==> config.mk <==
export PLATFORM = sky130hd
export DESIGN_NAME = seg7_scan_scheduler_flat
export DESIGN_NICKNAME = d
export VERILOG_FILES = /design/src/rtl/seg7_scan_scheduler_pkg.sv /design/src/rtl/seg7_scan_scheduler_if.sv /design/src/rtl/seg7_hex_decoder.sv /design/src/rtl/seg7_scan_scheduler.sv /design/src/flat_wrapper.sv
export SDC_FILE = /design/constraint.sdc
export NUM_CORES = 1
export LEC_CHECK = 0
export BUFFER_PORTS_ARGS = -buffer_cell sky130_fd_sc_hd__buf_2
export CAP_MARGIN = 20
export CELL_PAD_IN_SITES_DETAIL_PLACEMENT = 1
export CELL_PAD_IN_SITES_GLOBAL_PLACEMENT = 2
export CORE_MARGIN = 1.5
export CORE_UTILIZATION = 35
export CTS_CLUSTER_DIAMETER = 200
export DETAILED_ROUTE_END_ITERATION = 7
export PLACE_DENSITY_LB_ADDON = 0.08
export SETUP_SLACK_MARGIN = 0.3
export SLEW_MARGIN = 20
export SYNTH_ARGS = -nofsm -noshare
export SYNTH_HDL_FRONTEND = slang
export SYNTH_SLANG_ARGS = --single-unit
==> constraint.sdc <==
create_clock -name clk -period 4.8 [get_ports clk]
set_input_delay 0 -clock clk [delete_from_list [all_inputs] [get_ports clk]]
set_output_delay 0 -clock clk [all_outputs]
set_load 0.01 [all_outputs]
==> src/rtl/seg7_scan_scheduler_pkg.sv <==
// Shared types and seven-segment pattern constants for the digit scan scheduler.
// Segment bit order is {g,f,e,d,c,b,a}, active-high.
package seg7_scan_scheduler_pkg;

    typedef enum logic {
        S_BLANK = 1'b0,
        S_SHOW  = 1'b1
    } state_t;

    typedef struct packed {
        logic [3:0] hex;
        logic       dp;
    } digit_t;

    localparam logic [6:0] SEG_0 = 7'b0111111;
    localparam logic [6:0] SEG_1 = 7'b0000110;
    localparam logic [6:0] SEG_2 = 7'b1011011;
    localparam logic [6:0] SEG_3 = 7'b1001111;
    localparam logic [6:0] SEG_4 = 7'b1100110;
    localparam logic [6:0] SEG_5 = 7'b1101101;
    localparam logic [6:0] SEG_6 = 7'b1111101;
    localparam logic [6:0] SEG_7 = 7'b0000111;
    localparam logic [6:0] SEG_8 = 7'b1111111;
    localparam logic [6:0] SEG_9 = 7'b1101111;
    localparam logic [6:0] SEG_A = 7'b1110111;
    localparam logic [6:0] SEG_B = 7'b1111100;
    localparam logic [6:0] SEG_C = 7'b0111001;
    localparam logic [6:0] SEG_D = 7'b1011110;
    localparam logic [6:0] SEG_E = 7'b1111001;
    localparam logic [6:0] SEG_F = 7'b1110001;

endpackage

==> src/rtl/seg7_scan_scheduler_if.sv <==
// Writer-side digit update port: valid/ready handshake plus commit strobe.
interface seg7_scan_scheduler_if;
    logic       wr_valid;
    logic       wr_ready;
    logic [2:0] wr_idx;
    logic [3:0] wr_hex;
    logic       wr_dp;
    logic       commit;

    modport master (
        output wr_valid, wr_idx, wr_hex, wr_dp, commit,
        input  wr_ready
    );

    modport slave (
        input  wr_valid, wr_idx, wr_hex, wr_dp, commit,
        output wr_ready
    );
endinterface

==> src/rtl/seg7_hex_decoder.sv <==
// Combinational 4-bit hex to seven-segment decoder (0-9, A, b, C, d, E, F).
module seg7_hex_decoder
    import seg7_scan_scheduler_pkg::*;
(
    input  logic [3:0] hex,
    output logic [6:0] seg
);
    always_comb begin
        seg = '0;
        case (hex)
            4'h0: seg = SEG_0;
            4'h1: seg = SEG_1;
            4'h2: seg = SEG_2;
            4'h3: seg = SEG_3;
            4'h4: seg = SEG_4;
            4'h5: seg = SEG_5;
            4'h6: seg = SEG_6;
            4'h7: seg = SEG_7;
            4'h8: seg = SEG_8;
            4'h9: seg = SEG_9;
            4'hA: seg = SEG_A;
            4'hB: seg = SEG_B;
            4'hC: seg = SEG_C;
            4'hD: seg = SEG_D;
            4'hE: seg = SEG_E;
            4'hF: seg = SEG_F;
            default: seg = '0;
        endcase
    end
endmodule

==> src/rtl/seg7_scan_scheduler.sv <==
// Multiplexes NUM_DIGITS hex digits onto one segment bus with blanking gaps;
// shadow digit values are published atomically at the frame boundary.
module seg7_scan_scheduler
    import seg7_scan_scheduler_pkg::*;
#(
    parameter int NUM_DIGITS = 4,
    parameter int DWELL      = 1000,
    parameter int BLANK      = 16
) (
    input  logic                  clk,
    input  logic                  rst,
    seg7_scan_scheduler_if.slave  wr,
    output logic [6:0]            seg_out,
    output logic                  dp_out,
    output logic [NUM_DIGITS-1:0] dig_sel,
    output logic                  frame_start
);
    localparam int TMAX = (DWELL > BLANK) ? DWELL : BLANK;
    localparam int TW   = $clog2(TMAX + 1);
    localparam int IW   = $clog2(NUM_DIGITS);

    localparam logic [TW-1:0] BLANK_LAST = TW'(BLANK - 1);
    localparam logic [TW-1:0] DWELL_LAST = TW'(DWELL - 1);
    localparam logic [IW-1:0] IDX_LAST   = IW'(NUM_DIGITS - 1);

    state_t          state;
    logic [TW-1:0]   timer;
    logic [IW-1:0]   idx;
    logic            commit_pending;
    digit_t          shadow [NUM_DIGITS];
    digit_t          active [NUM_DIGITS];

    logic            wr_fire;
    logic            wr_idx_ok;
    digit_t          next_ent;
    logic [6:0]      next_seg;

    assign wr.wr_ready = ~commit_pending;
    assign wr_fire     = wr.wr_valid & ~commit_pending;
    assign wr_idx_ok   = ({29'd0, wr.wr_idx} < 32'(NUM_DIGITS));

    // Entering digit 0 with a publish pending must already show the shadow value.
    always_comb begin
        next_ent = active[idx];
        if (commit_pending && (idx == '0))
            next_ent = shadow[idx];
    end

    seg7_hex_decoder u_dec (
        .hex (next_ent.hex),
        .seg (next_seg)
    );

    always_ff @(posedge clk) begin
        if (!rst) begin
            state          <= S_BLANK;
            timer          <= '0;
            idx            <= '0;
            commit_pending <= 1'b0;
            seg_out        <= '0;
            dp_out         <= 1'b0;
            dig_sel        <= '0;
            frame_start    <= 1'b0;
            for (int unsigned i = 0; i < NUM_DIGITS; i++) begin
                shadow[i] <= '0;
                active[i] <= '0;
            end
        end else begin
            frame_start <= 1'b0;

            if (wr_fire && wr_idx_ok)
                shadow[wr.wr_idx[IW-1:0]] <= '{hex: wr.wr_hex, dp: wr.wr_dp};

            // A commit landing on the boundary edge sets pending after the
            // publish check, so it waits for the following boundary.
            if (wr.commit && !commit_pending)
                commit_pending <= 1'b1;

            case (state)
                S_BLANK: begin
                    if (timer == BLANK_LAST) begin
                        state   <= S_SHOW;
                        timer   <= '0;
                        dig_sel <= NUM_DIGITS'(1) << idx;
                        seg_out <= next_seg;
                        dp_out  <= next_ent.dp;
                        if (idx == '0) begin
                            frame_start <= 1'b1;
                            if (commit_pending) begin
                                active         <= shadow;
                                commit_pending <= 1'b0;
                            end
                        end
                    end else begin
                        timer <= timer + TW'(1);
                    end
                end
                S_SHOW: begin
                    if (timer == DWELL_LAST) begin
                        state   <= S_BLANK;
                        timer   <= '0;
                        dig_sel <= '0;
                        seg_out <= '0;
                        dp_out  <= 1'b0;
                        idx     <= (idx == IDX_LAST) ? '0 : idx + IW'(1);
                    end else begin
                        timer <= timer + TW'(1);
                    end
                end
                default: state <= S_BLANK;
            endcase
        end
    end
endmodule

==> src/flat_wrapper.sv <==
// flat-port wrapper written by rule: the top's interface ports become plain ports
module seg7_scan_scheduler_flat import seg7_scan_scheduler_pkg::*;
#(
    parameter int NUM_DIGITS = 4,
    parameter int DWELL      = 1000,
    parameter int BLANK      = 16
)
  (clk, rst, seg_out, dp_out, dig_sel, frame_start, wr_wr_valid, wr_wr_idx, wr_wr_hex, wr_wr_dp, wr_commit, wr_wr_ready);
  seg7_scan_scheduler_if wr_i ();
  input  logic clk;
  input  logic rst;
  output logic [6:0] seg_out;
  output logic dp_out;
  output logic [NUM_DIGITS-1:0] dig_sel;
  output logic frame_start;
  input wire logic [$bits(wr_i.wr_valid)-1:0] wr_wr_valid;
  input wire logic [$bits(wr_i.wr_idx)-1:0] wr_wr_idx;
  input wire logic [$bits(wr_i.wr_hex)-1:0] wr_wr_hex;
  input wire logic [$bits(wr_i.wr_dp)-1:0] wr_wr_dp;
  input wire logic [$bits(wr_i.commit)-1:0] wr_commit;
  output wire logic [$bits(wr_i.wr_ready)-1:0] wr_wr_ready;
  assign wr_i.wr_valid = wr_wr_valid;
  assign wr_i.wr_idx = wr_wr_idx;
  assign wr_i.wr_hex = wr_wr_hex;
  assign wr_i.wr_dp = wr_wr_dp;
  assign wr_i.commit = wr_commit;
  assign wr_wr_ready = wr_i.wr_ready;
  seg7_scan_scheduler #(.NUM_DIGITS(NUM_DIGITS), .DWELL(DWELL), .BLANK(BLANK)) u_core (.clk(clk), .rst(rst), .wr(wr_i), .seg_out(seg_out), .dp_out(dp_out), .dig_sel(dig_sel), .frame_start(frame_start));
endmodule
==> metrics.md <==
| Metric | Value |
|---|---|
| CTS H-Tree Depth | 3 |
| Grt ovf | 0 |
| Area delta synth->final | 14.2% |
| Vias per cell | slightly above 5 |
| Synth top area share | a little over two fifths |
| Yosys synthesis warning count | 0 |
| Pwr Density | 304 mW/mm² |
| Fin crit period | 2.93 ns |
| Critical path buffer and inverter count | 2 |
| Vias in the first global route | 2357 |
| # DRC | 0 |
| TritonCTS Buffers | 9 |
| Relative slew slack | 51.0% |
| GRT Total Usage | 16.6% |
| Initial antenna violation count | 0 |
| Finished Core Util | 41.4% |
| Die Width | 98.3 µm |
| Delay-heaviest family, CP | multiplexers |
| Critical Path AT | 3.21 ns |
| Fin crit share | about three fifths |
| Setup TNS | 0 ns |
| Pre-antenna DRT Iters | 4 |
| Critical Path, Cell by Cell | buf_4 -> inv_1 -> ha_1 -> nand2_1 -> mux2_2 -> mux2_2 -> ha_1 -> mux2_1 -> o221ai_1 -> a22o_1 |
| Worst-path fanout max | 22 |
| Least-Margin Pin Slew | about 0.74 ns |
| Clock transition at path regs | 0.07 ns |
| Final setup vio count | 0 |
| PnR Total Power | 1.10 mW |
| VDD IR max | 0.128 mV |
| Kind of critical path | register to register |
| Filler cells | 1009 |
| Maxcap violations | 0 |
| Required time worst endpoint | 5.09 ns |
| Leakage | 1.56 nW |
| Non-filler instance count after layout | 452 |
| Setup Buffers After CTS | 0 |
| Avg Cell Area, Syn | 10.2 µm² |
| Die area | 0.00966 mm² |
| Min-delay worst type | primary input to register |
| Startpoint Class | register |
| Total Wirelength | ~7200 µm |
| Max frequency | 342 MHz |
| Syn Std Cell Area | about 0.0032 mm² |
| Core box area | 0.00876 mm² |
| Largest net degree at the start of global routing | 50 |
| Clk_skew | 0.00873 ns |
| # IOs | 26 |
| Worst path slowest cell | mux2_2 |
| Slew Viols, Final | 0 |
| Post-DRT Antenna Nets | 0 |
| CTS tree | built |
| Layout cells sized above 1 | 16.3% |
| Dpl cells | 431 |
| Unique masters post-synth | 44 |
| Top cells by area, synth | dfxtp_1 (42%), mux2i_1 (16%), nor2b_1 (7.5%), ha_1 (4.3%), nand2_1 (3.0%) |
| Syn Inst Count | 312 |
| Die H | between 90 and 100 µm |
| CP endpoint kind | register |
| Clk buf depth | 2 |
| Multi-input logic area | 0.00174 mm² |
| Post-synthesis sequential area ratio | 42.2% |
| Final setup margin | between 1.5 and 2 ns |
| PortBufs | 25 |
| Top FF cell, synth | dfxtp_1 |
| Initial Utilization | 36.3% |
| GP Congestion | around 0.71 |
| Drt first-iter violations | 56 |
| Antenna diodes | 0 |
| Most numerous cell in the Yosys netlist | dfxtp_1 |
| Post-Place Setup Slack | between 1.5 and 2 ns |
| Internal reg-to-reg setup slack | between 1.5 and 2 ns |
| CP max stage delay | ~0.38 ns |
| Routed via count | 2283 |
| Final hold viol count | 0 |
| FP Rows | 34 |
| Mean routed wirelength per cell | ~16 µm |
| First-pass GRT wire length | 12500 µm |
| Latest clock arrival within the worst-skew pair | 0.34 ns |
| Post-synth top cells | dfxtp_1 (67), mux2i_1 (51), nor2b_1 (38) |
| Outcome | complete, no violations |
| DP HPWL | 5110 µm |
| RSZ-0062 raised after global routing | no |
| Post-synth EDFFs | 0 |
| Async set-reset flop share out of synthesis | 0% |
| FF/Latch Area | roughly 0.0013 mm² |
| Area leader, netlist | dfxtp_1 |
| Final layout net count | 363 |
| Root Buffer | clkbuf_8 |
| # clock sinks | 67 |
| Syn nets | 335 |
| Synth Register Bits | between 60 and 70 |
==> cell families after synthesis <==
kind of cell    after synthesis  share of synthesized area, %
buf+inv                      21                          3.07
simple gates                116                          19.8
flops                        67                          42.2
compound gates               27                          6.85
mux                          62                          21.6
xor+xnor                      8                          2.20
fa+ha+maj                    11                          4.33
==> placed cells by master, fill, tap and decap left out, types with 2 or more instances in the layout <==
| master | count |
|---|---|
| and3b_1 | 2 |
| and4_1 | 2 |
| buf_4 | 2 |
| a21oi_1 | 2 |
| nor3_1 | 4 |
| clkbuf_8 | 11 |
| a21o_1 | 3 |
| o221ai_1 | 3 |
| inv_2 | 2 |
| nor2_1 | 14 |
| and3_1 | 3 |
| ha_1 | 11 |
| nor3_2 | 2 |
| mux2_1 | 2 |
| nor2b_1 | 38 |
| and2_1 | 3 |
| nand4_1 | 3 |
| o21ai_1 | 2 |
| nand2_1 | 25 |
| inv_1 | 3 |
| mux2i_1 | 51 |
| buf_2 | 25 |
| mux2_4 | 2 |
| xor2_1 | 4 |
| dfxtp_1 | 67 |
| mux2_2 | 3 |
| dlygate4sd3_1 | 6 |
| xnor2_1 | 4 |
| mux4_2 | 4 |
| a21boi_1 | 5 |
| clkbuf_1 | 2 |
| nand3_1 | 16 |
| a22o_1 | 4 |
==> layer usage <==
| layer | GRT usage (%) | share of wire (%) |
|---|---|---|
| met1 | 22.3 | 51 |
| met2 | 26.4 | 46 |
| met3 | 3.58 | 2.8 |
| met4 | 5.85 | 0.96 |
| met5 | 0 | 0 |
==> path summary, 6_finish.rpt <==
check	start	end	cells past startpoint
max	u_core.idx[0]$_SDFFE_PN0P_	u_core.seg_out[0]$_SDFFE_PN0P_	10
min	wr_wr_idx[0]	u_core.shadow[11]$_SDFFE_PN0P_	3
max reg2reg	u_core.idx[0]$_SDFFE_PN0P_	u_core.seg_out[0]$_SDFFE_PN0P_	10
min reg2reg	u_core.seg_out[5]$_SDFFE_PN0P_	u_core.seg_out[5]$_SDFFE_PN0P_	2
==> what timing repair did <==
action	4_1_cts	5_1_grt
resized for setup	0	0
hold endpoints to repair	19	0
hold buffers	6	0
==> final cells by class <==
| cell class | count | share of cell area (%) |
|---|---|---|
| flip-flops and latches | 67 | 37.0 |
| clock inverters | 2 | 0.965 |
| inverters | 5 | 0.517 |
| repair buffers | 33 | 5.52 |
| multi-input cells | 224 | 47.9 |
| well taps | 108 | 3.72 |
| clock buffers | 13 | 4.38 |
==> per-stage QoR <==
| step | hold slack [ns] | instance area (µm²) |
|---|---|---|
| after CTS | 0.00171 | 3630 |
| after floorplan | 0.138 | 3180 |
| after detailed placement | 0.230 | 3380 |
| after global routing | 0.0276 | 3630 |
| after global placement | 0.224 | 3380 |
| final | 0.0145 | 3630 |
==> tightest hold or removal path, stage by stage <==
cell      delay [ns]
buf_2           0.16
nand3_1         0.09
a21boi_1        0.05
==> power by group <==
part | internal [mW] | switching (mW)
registers | 0.561 | 0.00550
clock network | 0.265 | 0.213
logic | 0.0254 | 0.0321
total | 0.852 | 0.251
==> registers in the layout, summed over array words and instances (netlist names), 2 cells and up <==
register        count
u_core.seg_out      7
u_core.dig_sel      4
u_core.shadow      20
u_core.active      20
u_core.timer       10
u_core.idx          2
No activity file was read; power rests on OpenSTA's default activity.
